**src/rtl/mux_pkg.sv**
```systemverilog
// Shared sizing and types for the round-robin mux4 arbiter slice.
//   N_SRC : number of arbitrated sources
//   SEL_W : width of a source index
//   sel_t : source index type (priority pointer, select, grant index)
package mux_pkg;

    localparam int unsigned N_SRC = 4;
    localparam int unsigned SEL_W = 2;

    typedef logic [SEL_W-1:0] sel_t;

endpackage

```
**src/rtl/mux4.sv**
```systemverilog
// Four-way data word selector.
//   d0..d3 : candidate words
//   sel    : index of the word forwarded
//   y      : selected word
module mux4
    import mux_pkg::*;
#(
    parameter int unsigned W = 4
) (
    input  logic [W-1:0] d0,
    input  logic [W-1:0] d1,
    input  logic [W-1:0] d2,
    input  logic [W-1:0] d3,
    input  sel_t         sel,
    output logic [W-1:0] y
);

    always_comb begin
        y = d0;
        case (sel)
            2'd0:    y = d0;
            2'd1:    y = d1;
            2'd2:    y = d2;
            default: y = d3;
        endcase
    end

endmodule

```
**src/rtl/rr_pick4.sv**
```systemverilog
// Combinational round-robin pick among four requesters.
//   req : request vector
//   ptr : index searched first; search continues ptr+1, ptr+2, ptr+3 (mod 4)
//   gnt : one-hot grant, zero when no request
//   idx : encoded index of the granted requester
//   any : at least one request present
module rr_pick4
    import mux_pkg::*;
(
    input  logic [N_SRC-1:0] req,
    input  sel_t             ptr,
    output logic [N_SRC-1:0] gnt,
    output sel_t             idx,
    output logic             any
);

    logic [2*N_SRC-1:0] req2_c;
    logic [N_SRC-1:0]   rot_c;
    sel_t               off_c;

    // Rotate so ptr lands at bit 0, fixed-priority pick, rotate the index back.
    always_comb begin
        req2_c = {req, req};
        rot_c  = N_SRC'(req2_c >> ptr);
        off_c  = '0;
        for (int i = N_SRC - 1; i >= 0; i--) begin
            if (rot_c[i]) begin
                off_c = SEL_W'(i);
            end
        end
        any = |req;
        idx = ptr + off_c;
        gnt = any ? (N_SRC'(1) << idx) : '0;
    end

endmodule

```
**src/rtl/rr_mux4_arb.sv**
```systemverilog
// Four-source round-robin arbiter with a one-entry registered output stage.
//   clk, rst_n     : clock, asynchronous active-low reset
//   in_valid[3:0]  : per-source word present on d0..d3
//   d0..d3         : source words
//   in_ready[3:0]  : per-source accept (one-hot or zero, combinational)
//   out_valid      : output register holds a word
//   out_data       : registered word
//   out_sel        : source index of out_data
//   out_ready      : downstream takes out_data this cycle
module rr_mux4_arb
    import mux_pkg::*;
#(
    parameter int unsigned W = 4
) (
    input  logic             clk,
    input  logic             rst_n,
    input  logic [N_SRC-1:0] in_valid,
    input  logic [W-1:0]     d0,
    input  logic [W-1:0]     d1,
    input  logic [W-1:0]     d2,
    input  logic [W-1:0]     d3,
    output logic [N_SRC-1:0] in_ready,
    output logic             out_valid,
    output logic [W-1:0]     out_data,
    output sel_t             out_sel,
    input  logic             out_ready
);

    logic             out_valid_q, out_valid_d;
    logic [W-1:0]     out_data_q, out_data_d;
    sel_t             out_sel_q, out_sel_d;
    sel_t             ptr_q, ptr_d;

    logic [N_SRC-1:0] gnt_c;
    sel_t             idx_c;
    logic             any_c;
    logic [W-1:0]     pick_data_c;
    logic             load_en_c;
    logic             xfer_c;

    rr_pick4 u_pick (
        .req (in_valid),
        .ptr (ptr_q),
        .gnt (gnt_c),
        .idx (idx_c),
        .any (any_c)
    );

    mux4 #(.W(W)) u_mux (
        .d0  (d0),
        .d1  (d1),
        .d2  (d2),
        .d3  (d3),
        .sel (idx_c),
        .y   (pick_data_c)
    );

    // Output register load/drain and pointer advance.
    always_comb begin
        out_valid_d = out_valid_q;
        out_data_d  = out_data_q;
        out_sel_d   = out_sel_q;
        ptr_d       = ptr_q;

        load_en_c = ~out_valid_q | out_ready;
        // Held at zero during reset so no handshake is reported while rst_n is low.
        in_ready  = gnt_c & {N_SRC{load_en_c & rst_n}};
        xfer_c    = any_c & load_en_c;

        if (xfer_c) begin
            out_valid_d = 1'b1;
            out_data_d  = pick_data_c;
            out_sel_d   = idx_c;
            ptr_d       = idx_c + SEL_W'(1);
        end else if (out_valid_q && out_ready) begin
            out_valid_d = 1'b0;
        end
    end

    always_ff @(posedge clk or negedge rst_n) begin
        if (!rst_n) begin
            out_valid_q <= 1'b0;
            out_data_q  <= '0;
            out_sel_q   <= '0;
            ptr_q       <= '0;
        end else begin
            out_valid_q <= out_valid_d;
            out_data_q  <= out_data_d;
            out_sel_q   <= out_sel_d;
            ptr_q       <= ptr_d;
        end
    end

    assign out_valid = out_valid_q;
    assign out_data  = out_data_q;
    assign out_sel   = out_sel_q;

endmodule

```
**config.mk**
```make
export PLATFORM = sky130hd
export DESIGN_NAME = rr_mux4_arb
export DESIGN_NICKNAME = d
export VERILOG_FILES = /design/src/rtl/mux_pkg.sv /design/src/rtl/mux4.sv /design/src/rtl/rr_pick4.sv /design/src/rtl/rr_mux4_arb.sv
export SDC_FILE = /design/constraint.sdc
export NUM_CORES = 1
export LEC_CHECK = 0
export BUFFER_PORTS_ARGS = -buffer_cell sky130_fd_sc_hd__buf_2
export CORE_AREA = 2 2 48 50
export DETAILED_ROUTE_END_ITERATION = 7
export DIE_AREA = 0 0 50 52
export PLACE_DENSITY = 0.7
export SYNTH_ARGS = -nofsm -noshare
export SYNTH_HDL_FRONTEND = slang
export SYNTH_HIERARCHICAL = 1
export SYNTH_SLANG_ARGS = --single-unit
```
**constraint.sdc**
```tcl
create_clock -name clk -period 2.45 [get_ports clk]
set_input_delay 0.3675 -clock clk [delete_from_list [all_inputs] [get_ports clk]]
set_output_delay 0.3675 -clock clk [all_outputs]
set_load 0.02 [all_outputs]
```
==> impl_metrics.tcl, run 1 <==
set metrics [dict create \
    grt.total_usage_pct 14.48 \
    grt_pass1_vias 616 \
    finalCritPeriodShare_pct 100.6 \
    die_h_um 52 \
    syn2layout_area_growth_pct 46.33 \
    yosysSeqAreaShare_pct 27.52 \
    cts_buffers 3 \
    path_class "flip-flop to output pin" \
    synthAdderAreaFrac_pct 1.529 \
    status "finished, violations left" \
    route.detailed.drc 0 \
    io_buffers 33 \
    grt_start_max_net_pins 10 \
    core_um2 2106 \
    cts_root_buf "clkbuf_4" \
    synthFlopType "dfrtp_1" \
    nFillCells 183 \
    setup_slack_ns -0.01373 \
    antenna_found_initial 0 \
    rows 17 \
    drt_wl_total_mm 1.719 \
    p_seq_share_pct 16.7 \
    dieArea_um2 2600 \
    hold_class "input pin to flip-flop" \
    cts_tree "done" \
    cp.buffers_inverters 1 \
    cap_violations 0 \
    yosysWarningCount 6 \
    setup_violations 3 \
    setup-tns-final_ns -0.03091 \
    gr-total-overflow 0 \
    ant_nets 0 \
    io-pin-count 34 \
    p_leak_nw 0.5706 \
    n_antenna_cell 0 \
    start_util_pct 38.86 \
    synth_xor_area_share_pct 4.281 \
    pwr-share-comb_pct 76.3 \
    synthArstFlopShare_pct 100.0 \
    synth_nets 91 \
    timing.hold.ws_ns 0.4476 \
    synth_top_family_by_area "multiplexers" \
    ys_ff_latch 9 \
    final_cell_mix "29 x buf_2, 11 x buf_4, 9 x dfrtp_1" \
    fin_crit_ns 2.464 \
    cts_sinks 9 \
    cp.required_ns 2.08 \
    nets 138 \
    maxSlewHeadroom_pct 46.51 \
    wl_per_cell_um 12.19 \
    start_kind "flip-flop" \
    vias_per_cell 4.943 \
    cp_cell_sequence "nand2_1 -> a21oi_2 -> o2bb2ai_2 -> o21a_1 -> ha_4 -> nor2b_4 -> nand2_1 -> mux2i_1 -> and3_4 -> buf_6" \
    worst_pin_slew_ns 0.7950 \
    gp_congestion 0.8125 \
    violations "setup timing" \
    clkLatencyLatePin_ns 0.27 \
    final_common_cell "buf_2" \
    synth.distinct_cells 29 \
    swShare_pct 38.81 \
    drt_iter0_markers 3 \
    maxSlewViolCount 0 \
    rsz0062_at_grt "yes" \
    synth_edf_count 0 \
    dr.pass1.iters 4 \
    synthCells 67 \
    grt_pass1_wl_mm 2.711 \
    yosys.area_share.simple_pct 18.81 \
    fin_worst_skew_ns 0.001959 \
    cpLargestDelayFamily "simple AND/OR/NAND/NOR gates" \
    crit_path_top_delay_cell "dfrtp_1" \
    synth_mux_area_share_pct 33.64 \
    via_count 697 \
    p_int_w 0.001037 \
    drive_gt1_share_pct 62.83 \
    die_w_um 50 \
    syn_avg_cell_area_um2 12.21 \
    clkTransAtPathRegs_ns 0.06 \
    netlist_area_um2 818.3 \
    ctsHtreeMaxLevel 1 \
    synth_compound_area_share_pct 11.01 \
    hpwl_mm 1.371 \
    clock.fmax_ghz 0.4059 \
    cpMostUsedCell "nand2_1" \
    p_clk_share_pct 7.0 \
    cp.arrival_ns 2.10 \
    slowest_delay_ns 0.40 \
    endpoint_kind "output pin" \
    pwr_density_cell_nw_per_um2 1416 \
    ir_worst_vdd_uv 775.5 \
    hold_violations 0 \
    clock_path_buffers 2 \
    p_switching_w 0.0006579 \
    path_max_fanout 5 \
]
==> path summary, 6_finish.rpt <==
| kind | startpoint | endpoint | slack (ns) | cells after the start |
|---|---|---|---|---|
| max | ptr_q[1]$_DFFE_PN0P_ | in_ready[3] | -0.01 | 10 |
| min | out_ready | out_valid$_DFFE_PN0P_ | 0.45 | 3 |
| max reg2reg | ptr_q[1]$_DFFE_PN0P_ | out_data[1]$_DFFE_PN0P_ | 0.08 | 10 |
| min reg2reg | out_data[3]$_DFFE_PN0P_ | out_data[3]$_DFFE_PN0P_ | 0.50 | 1 |
| max in group asynchronous | rst_n | ptr_q[1]$_DFFE_PN0P_ | 1.55 | 2 |
| min in group asynchronous | rst_n | out_data[0]$_DFFE_PN0P_ | 0.61 | 2 |
==> sequential cells by signal, summed over array words and instances, names as in the netlist <==
register   cells
out_sel        2
out_data       4
ptr_q          2
out_valid      1
==> power by group through the flow <==
| stage | Combinational [W] | Clock (W) | Sequential [W] |
|---|---|---|---|
| after global placement | 0.00109 | 0 | 0.000279 |
| after CTS | 0.00124 | 0.000123 | 0.000285 |
| after detailed placement | 0.00111 | 0 | 0.000284 |
| after global routing | 0.00140 | 0.000131 | 0.000296 |
| after floorplan | 0.000767 | 0 | 0.000333 |
| final | 0.00129 | 0.000118 | 0.000283 |
==> worst register-to-register path, stage by stage (launching register included) <==
cell	delay (ns)
dfrtp_1	0.40
nand2_1	0.10
a21oi_2	0.14
o2bb2ai_2	0.07
o21a_1	0.20
ha_4	0.19
xnor2_4	0.15
buf_4	0.14
xnor2_2	0.25
mux4_1	0.34
mux2_4	0.28
==> through the flow <==
step | cells | worst slack (ns) | utilization (%) | cell area (um^2) | power (W)
2_1_floorplan | 67 | 0.06502 | - | 818.3 | 0.001100
3_3_place_gp | 135 | -0.01741 | 50.68 | 1067 | 0.001364
3_5_place_dp | 135 | -0.08979 | 50.68 | 1067 | 0.001394
4_1_cts | 140 | -0.003334 | 55.56 | 1170 | 0.001648
5_1_grt | 141 | -0.1154 | 56.86 | 1197 | 0.001830
6_report | 141 | -0.01373 | 56.86 | 1197 | 0.001695
==> layout make-up <==
cell class	instances	area (um^2)	area share, %
Sequential cell	9	225.2	18.81
Multi-Input combinational cell	54	631.9	52.77
Timing Repair Buffer	44	271.5	22.67
Tap cell	28	35.03	2.926
Inverter	2	7.507	0.6270
Clock buffer	4	26.28	2.194
==> timing repair <==
item,4_1_cts,5_1_grt
gates cloned,0,0
pin swaps,5,0
endpoints found under the setup margin,4,8
resized for setup,16,3
hold buffers,1,0
setup buffers,1,1
hold endpoints to repair,9,0
==> synth_stat cells, drive strengths merged (2+ instances only) <==
cell type / number / area [um^2]
dfrtp: 9 / 225.2
mux2: 8 / 120.1
nand2: 8 / 46.30
mux2i: 5 / 50.05
and3: 4 / 30.03
mux4: 4 / 105.1
nand2b: 3 / 28.78
nor2: 3 / 11.26
a21oi: 2 / 10.01
buf: 2 / 18.77
inv: 2 / 7.510
nor2b: 2 / 12.51
xnor2: 2 / 17.52
xor2: 2 / 17.52
==> logic make-up after synthesis <==
family                   Yosys count
multiplexers                      17
AND/OR/NAND/NOR                   24
buffers and inverters              4
AO/OA/AOI/OAI                      8
XOR/XNOR                           4
adder cells (fa/ha/maj)            1
flip-flops                         9
==> per-layer routing <==
layer | vias up | GRT usage (%) | wire (um)
met5 | - | 0 | 0
met4 | 0 | 6.944 | 37
met1 | 332 | 14.98 | 644
met3 | 5 | 4.310 | 51
met2 | 13 | 26.54 | 985
li1 | 347 | - | -
Power figures use the tool's default switching activity.
==> run 2: changes to the inputs <==
--- a/config.mk
+++ b/config.mk
@@ -6,11 +6,10 @@
 export NUM_CORES = 1
 export LEC_CHECK = 0
 export BUFFER_PORTS_ARGS = -buffer_cell sky130_fd_sc_hd__buf_2
-export CORE_AREA = 2 2 48 50
+export CORE_AREA = 8 8 52 54
 export DETAILED_ROUTE_END_ITERATION = 7
-export DIE_AREA = 0 0 50 52
+export DIE_AREA = 0 0 60 62
 export PLACE_DENSITY = 0.7
 export SYNTH_ARGS = -nofsm -noshare
 export SYNTH_HDL_FRONTEND = slang
-export SYNTH_HIERARCHICAL = 1
 export SYNTH_SLANG_ARGS = --single-unit
==> impl_metrics.tcl, run 2 <==
set metrics [dict create \
    status "finished, violations left" \
    violations "setup timing" \
    grt_start_max_net_pins 17 \
    yosysSeqAreaShare_pct 31.69 \
    grt_pass1_wl_mm 3.084 \
    slowest_delay_ns 0.43 \
    synth_nets 111 \
    die_w_um 60 \
    path_class "flip-flop to output pin" \
    rr_worst_depth 14 \
    cp.required_ns 2.08 \
    route.detailed.drc 0 \
    hold_violations 0 \
    antenna_found_initial 0 \
    dr.pass1.iters 4 \
    swShare_pct 43.56 \
    pwr-share-comb_pct 75.4 \
    ctsHtreeMaxLevel 1 \
    die_h_um 62 \
    drt_wl_total_mm 1.973 \
    core_um2 1902 \
    timing.rr.start "ptr_q[1]$_DFFE_PN0P_" \
    netlist_area_um2 710.7 \
    io_buffers 33 \
    ys_ff_latch 9 \
    clkLatencyLatePin_ns 0.26 \
    fin_worst_skew_ns 0.002258 \
    cp.buffers_inverters 1 \
    synthCells 82 \
    worst_pin_slew_ns 0.4716 \
    clkTransAtPathRegs_ns 0.07 \
    vias_per_cell 4.886 \
    pwr_density_cell_nw_per_um2 1360 \
    setup-tns-final_ns -1.760 \
    final_common_cell "buf_2" \
    cp.arrival_ns 2.38 \
    clock.fmax_ghz 0.3646 \
    endpoint_kind "output pin" \
    setup_slack_ns -0.2931 \
    via_count 772 \
    clock_path_buffers 2 \
    met1_usage_pct 12.90 \
    busiest_layer "met2" \
    final_cell_mix "29 x buf_2, 12 x buf_4, 11 x nand2_1" \
    cap_violations 0 \
    start_kind "flip-flop" \
    cpLargestDelayFamily "simple AND/OR/NAND/NOR gates" \
    crit_end "in_ready[1]" \
    drt_iter0_markers 44 \
    maxSlewHeadroom_pct 68.27 \
    dp.cells 150 \
    synth_edf_count 0 \
    largest_register_ffs 4 \
    stdcell_count 158 \
    ys_top_cells_by_area "dfrtp_1 32%, ha_1 11%, nand2_1 5.8%, a222oi_1 5.6%, a21oi_1 4.9%" \
    r2r_end "out_data[0]$_DFFE_PN0P_" \
    p_switching_w 0.0006680 \
    cp-startpoint "ptr_q[1]$_DFFE_PN0P_" \
    drive_gt1_share_pct 52.67 \
    use_met3_pct 3.086 \
    ir_worst_vdd_uv 624.6 \
    wl_per_cell_um 12.49 \
    timing.hold.ws_ns 0.3738 \
    cp_cell_sequence "nand2b_4 -> a21oi_2 -> o211ai_1 -> o31a_1 -> ha_2 -> xnor2_2 -> and4_4 -> or2_4 -> ha_4 -> and3_4 -> buf_6" \
    synthArstFlopShare_pct 100.0 \
    hpwl_mm 1.614 \
    cp.depth 11 \
    grt.total_usage_pct 10.69 \
    finalCritPeriodShare_pct 112.0 \
    p_clk_share_pct 7.6 \
    syn2layout_area_growth_pct 58.63 \
    rsz0062_at_grt "yes" \
    cts_tree "done" \
    crit_path_top_delay_cell "dfrtp_1" \
    synthFlopType "dfrtp_1" \
    synthTopCellsByCount "11 x nand2_1, 9 x dfrtp_1, 7 x a21oi_1, 7 x nor2_1, 7 x o21ai_0" \
    grt_pass1_vias 728 \
    maxSlewViolCount 0 \
    yosysTopAreaCellShare_pct 31.69 \
    cts_sinks 9 \
    yosysWarningCount 0 \
    dieArea_um2 3720 \
    setup_violations 8 \
    rrSetupSlack_ns -0.20 \
    n_antenna_cell 0 \
    yosysTopAreaCell "dfrtp_1" \
    io-pin-count 34 \
    cts_root_buf "clkbuf_4" \
    gp_congestion 0.8072 \
    rows 16 \
    path_max_fanout 4 \
    hold_class "input pin to flip-flop" \
    nets 161 \
    p_int_w 0.0008656 \
    ant_nets 0 \
    fin_crit_ns 2.743 \
    synth.distinct_cells 28 \
    cts_buffers 3 \
    gr-total-overflow 0 \
    p_seq_share_pct 17.0 \
    start_util_pct 37.37 \
    use_met2_pct 17.85 \
    synth_most_common_cell "nand2_1" \
    p_leak_nw 0.5493 \
    syn_avg_cell_area_um2 8.667 \
]
-- run 2: tightest hold or removal path, stage by stage --
cell and delay, ns:
buf_2 0.07, a21oi_1 0.05, o21ai_1 0.10
-- run 2: power by group through the flow --
stage	clock network [W]	logic [W]	registers [W]
finish	0.000117	0.00116	0.000261
global route	0.000131	0.00130	0.000270
CTS	0.000124	0.00113	0.000260
detailed placement	0	0.000953	0.000262
global placement	0	0.000941	0.000258
floorplan	0	0.000639	0.000310
-- run 2: metal layers --
metal  wire (um)  part of all wire, %
met4           0                    0
met2         970                   49
met1         838                   42
met5           0                    0
met3         163                  8.3
-- run 2: logic make-up (layout without fill, tap and decap cells) --
group	after synthesis	count (layout)	synth area share (%)
adder cells (fa/ha/maj)	6	6	10.56
flip-flops	9	9	31.69
AO/OA/AOI/OAI	26	26	25.88
AND/OR/NAND/NOR	32	32	23.42
multiplexers	1	1	1.409
XOR/XNOR	1	1	1.233
buffers and inverters	7	56	5.809
-- run 2: layout make-up --
class	count	area (um^2)
Timing Repair Buffer	48	312.8
Sequential cell	9	225.2
Tap cell	27	33.78
Clock buffer	4	26.28
Fill cell	167	774.5
Inverter	4	15.01
Multi-Input combinational cell	66	514.2
-- run 2: how the worst min path moves through the flow --
stage              start                       to  cells after the start
3_3_place_gp       rst_n    out_valid$_DFFE_PN0P_                      1
2_1_floorplan      rst_n  out_data[0]$_DFFE_PN0P_                      0
6_report           d3[1]  out_data[1]$_DFFE_PN0P_                      3
5_1_grt        out_ready    out_valid$_DFFE_PN0P_                      4
4_1_cts        out_ready    out_valid$_DFFE_PN0P_                      4
3_5_place_dp       rst_n    out_valid$_DFFE_PN0P_                      1
-- run 2: through the flow --
step                cell area (um^2)  setup slack (ns)  utilization [%]   power, W
detailed placement             997.2           -0.1765            52.43   0.001216
finish                          1127           -0.2931            59.28   0.001534
global route                    1127           -0.3851            59.28   0.001701
global placement               997.2           -0.1265            52.43   0.001199
CTS                             1106           -0.3037            58.16   0.001517
floorplan                      742.0          0.002311                -  0.0009492
-- run 2: repair_timing --
| item | in CTS | in global routing |
|---|---|---|
| endpoints found under the setup margin | 8 | 8 |
| resized for setup | 14 | 7 |
| hold buffers | 1 | 0 |
| buffers inserted | 3 | 0 |
| pin swaps | 6 | 5 |
| hold endpoints to repair | 9 | 0 |
==> run 3: changes to the inputs <==
--- a/config.mk
+++ b/config.mk
@@ -6,10 +6,10 @@
 export NUM_CORES = 1
 export LEC_CHECK = 0
 export BUFFER_PORTS_ARGS = -buffer_cell sky130_fd_sc_hd__buf_2
-export CORE_AREA = 8 8 52 54
+export CORE_AREA = 8 8 48 50
 export DETAILED_ROUTE_END_ITERATION = 7
-export DIE_AREA = 0 0 60 62
-export PLACE_DENSITY = 0.7
+export DIE_AREA = 0 0 56 58
+export PLACE_DENSITY = 0.79
 export SYNTH_ARGS = -nofsm -noshare
 export SYNTH_HDL_FRONTEND = slang
 export SYNTH_SLANG_ARGS = --single-unit
==> constraint.sdc (replaced) <==
create_clock -name clk -period 3.4 [get_ports clk]
set_input_delay 0.51 -clock clk [delete_from_list [all_inputs] [get_ports clk]]
set_output_delay 0.51 -clock clk [all_outputs]
set_load 0.02 [all_outputs]
==> impl_metrics.tcl, run 3 (synthesis gave the netlist of run 2 again) <==
set metrics [dict create \
    cts_setup_buffers 0 \
    cp.arrival_ns 2.70 \
    p_int_w 0.0004555 \
    hold_class "input pin to asynchronous set/reset pin" \
    fin_crit_ns 3.215 \
    final_common_cell "buf_2" \
    p_switching_w 0.0004160 \
    grt_pass1_vias 702 \
    die_h_um 58 \
    p_leak_nw 0.4733 \
    io-pin-count 34 \
    cts_resized 0 \
    rsz0062_at_grt "no" \
    grt.total_usage_pct 10.67 \
    cts_root_buf "clkbuf_4" \
    nets 146 \
    p_seq_share_pct 22.6 \
    stdcell_count 133 \
    clock.fmax_ghz 0.3111 \
    nFillCells 158 \
    final_cell_mix "33 x buf_2, 11 x nand2_1, 9 x dfrtp_1" \
    syn2layout_area_growth_pct 27.29 \
    setup-tns-final_ns 0 \
    drt_iter0_markers 38 \
    route.detailed.drc 0 \
    endpoint_kind "output pin" \
    cap_violations 0 \
    die_w_um 56 \
    hold_violations 0 \
    ctsHtreeMaxLevel 1 \
    clkLatencyLatePin_ns 0.26 \
    ant_nets 0 \
    dr.pass1.iters 4 \
    start_util_pct 44.03 \
    vias_per_cell 5.391 \
    largest_register_ffs 4 \
    finalCritPeriodShare_pct 94.56 \
    start_kind "flip-flop" \
    pwr-share-comb_pct 67.8 \
    ir_worst_vdd_uv 502.2 \
    antenna_found_initial 0 \
    fin_worst_skew_ns 0.001308 \
    rows 15 \
    io_buffers 33 \
    maxSlewViolCount 0 \
    clkTransAtPathRegs_ns 0.06 \
    gp_congestion 0.8687 \
    cts_buffers 3 \
    gr-total-overflow 0 \
    cp.required_ns 2.89 \
    cts_tree "done" \
    path_max_fanout 9 \
    grt_pass1_wl_mm 2.877 \
    grt_start_max_net_pins 17 \
    via_count 717 \
    swShare_pct 47.74 \
    cts.hold.buffers_added 0 \
    maxSlewHeadroom_pct 68.33 \
    n_antenna_cell 0 \
    cts_sinks 9 \
    path_class "flip-flop to output pin" \
    status "complete, no violations" \
    wl_per_cell_um 14.11 \
    worst_pin_slew_ns 0.4707 \
    drive_gt1_share_pct 36.21 \
    clock_path_buffers 2 \
    pwr_density_cell_nw_per_um2 963.3 \
    dieArea_um2 3248 \
    core_um2 1614 \
    p_clk_share_pct 9.6 \
    drt_wl_total_mm 1.876 \
    setup_violations 0 \
    dp.cells 129 \
]
[run 3: changes by cell type in the layout (fill, tap and decap cells not counted), sizes merged]
| cell | before | now |
|---|---|---|
| dlygate4sd3 | 1 | 0 |
| buf | 47 | 33 |
[run 3: power by group through the flow]
stage                     clock network, W  logic [W]  registers (W)
final                            0.0000839   0.000591       0.000197
after floorplan                          0   0.000423       0.000223
after CTS                        0.0000878   0.000582       0.000194
after global placement                   0   0.000568       0.000194
after global routing             0.0000947   0.000660       0.000205
after detailed placement                 0   0.000580       0.000196
[run 3: worst paths after layout]
kind	start	end	slack (ns)	depth (start not counted)
setup / recovery	ptr_q[1]$_DFFE_PN0P_	in_ready[0]	0.19	10
hold reg to reg	out_data[3]$_DFFE_PN0P_	out_data[3]$_DFFE_PN0P_	0.48	2
min in group clk	out_data[3]$_DFFE_PN0P_	out_data[3]$_DFFE_PN0P_	0.48	2
hold / removal	rst_n	out_data[2]$_DFFE_PN0P_	0.11	1
setup reg to reg	ptr_q[1]$_DFFE_PN0P_	out_data[3]$_DFFE_PN0P_	0.52	12
max in group asynchronous	rst_n	out_sel[0]$_DFFE_PN0P_	3.09	1
[run 3: area by class of cell]
| cell class | instances | area, um^2 | share of cell area (%) |
|---|---|---|---|
| flip-flops and latches | 9 | 225.2 | 24.90 |
| well taps | 17 | 21.27 | 2.351 |
| inverters | 4 | 15.01 | 1.660 |
| multi-input cells | 66 | 451.7 | 49.93 |
| clock buffers | 4 | 26.28 | 2.905 |
| repair buffers | 33 | 165.2 | 18.26 |
[run 3: layer usage]
metal  GRT usage [%]  part of all wire [%]  wire, um  up-vias
li1                -                     -         -      373
met1           11.10                    42       785      325
met2           18.07                    51       962       17
met3           4.803                   5.9       110        2
met4           4.811                  0.91        17        0
met5               0                     0         0        -
[run 3: metrics by stage]
stage               setup WS (ns)  power [W]  hold slack [ns]  cell area, um^2  utilization, %
floorplan                  0.6347  0.0006463           0.2144            710.7               -
global placement           0.3467  0.0007625           0.3870            870.8           53.95
detailed placement         0.2522  0.0007766           0.3899            870.8           53.95
CTS                        0.2133  0.0008640           0.1070            897.1           55.58
global route              0.01520  0.0009598           0.1061            904.6           56.05
finish                     0.1851  0.0008715           0.1102            904.6           56.05
[run 3: worst max-delay path: stages (launching register included)]
cell	delay (ns)
dfrtp_1	0.48
o21ai_0	0.22
a21oi_1	0.09
o31a_1	0.28
ha_1	0.21
xnor2_2	0.15
and4_4	0.21
or2_1	0.23
ha_1	0.25
and3_1	0.17
buf_2	0.16
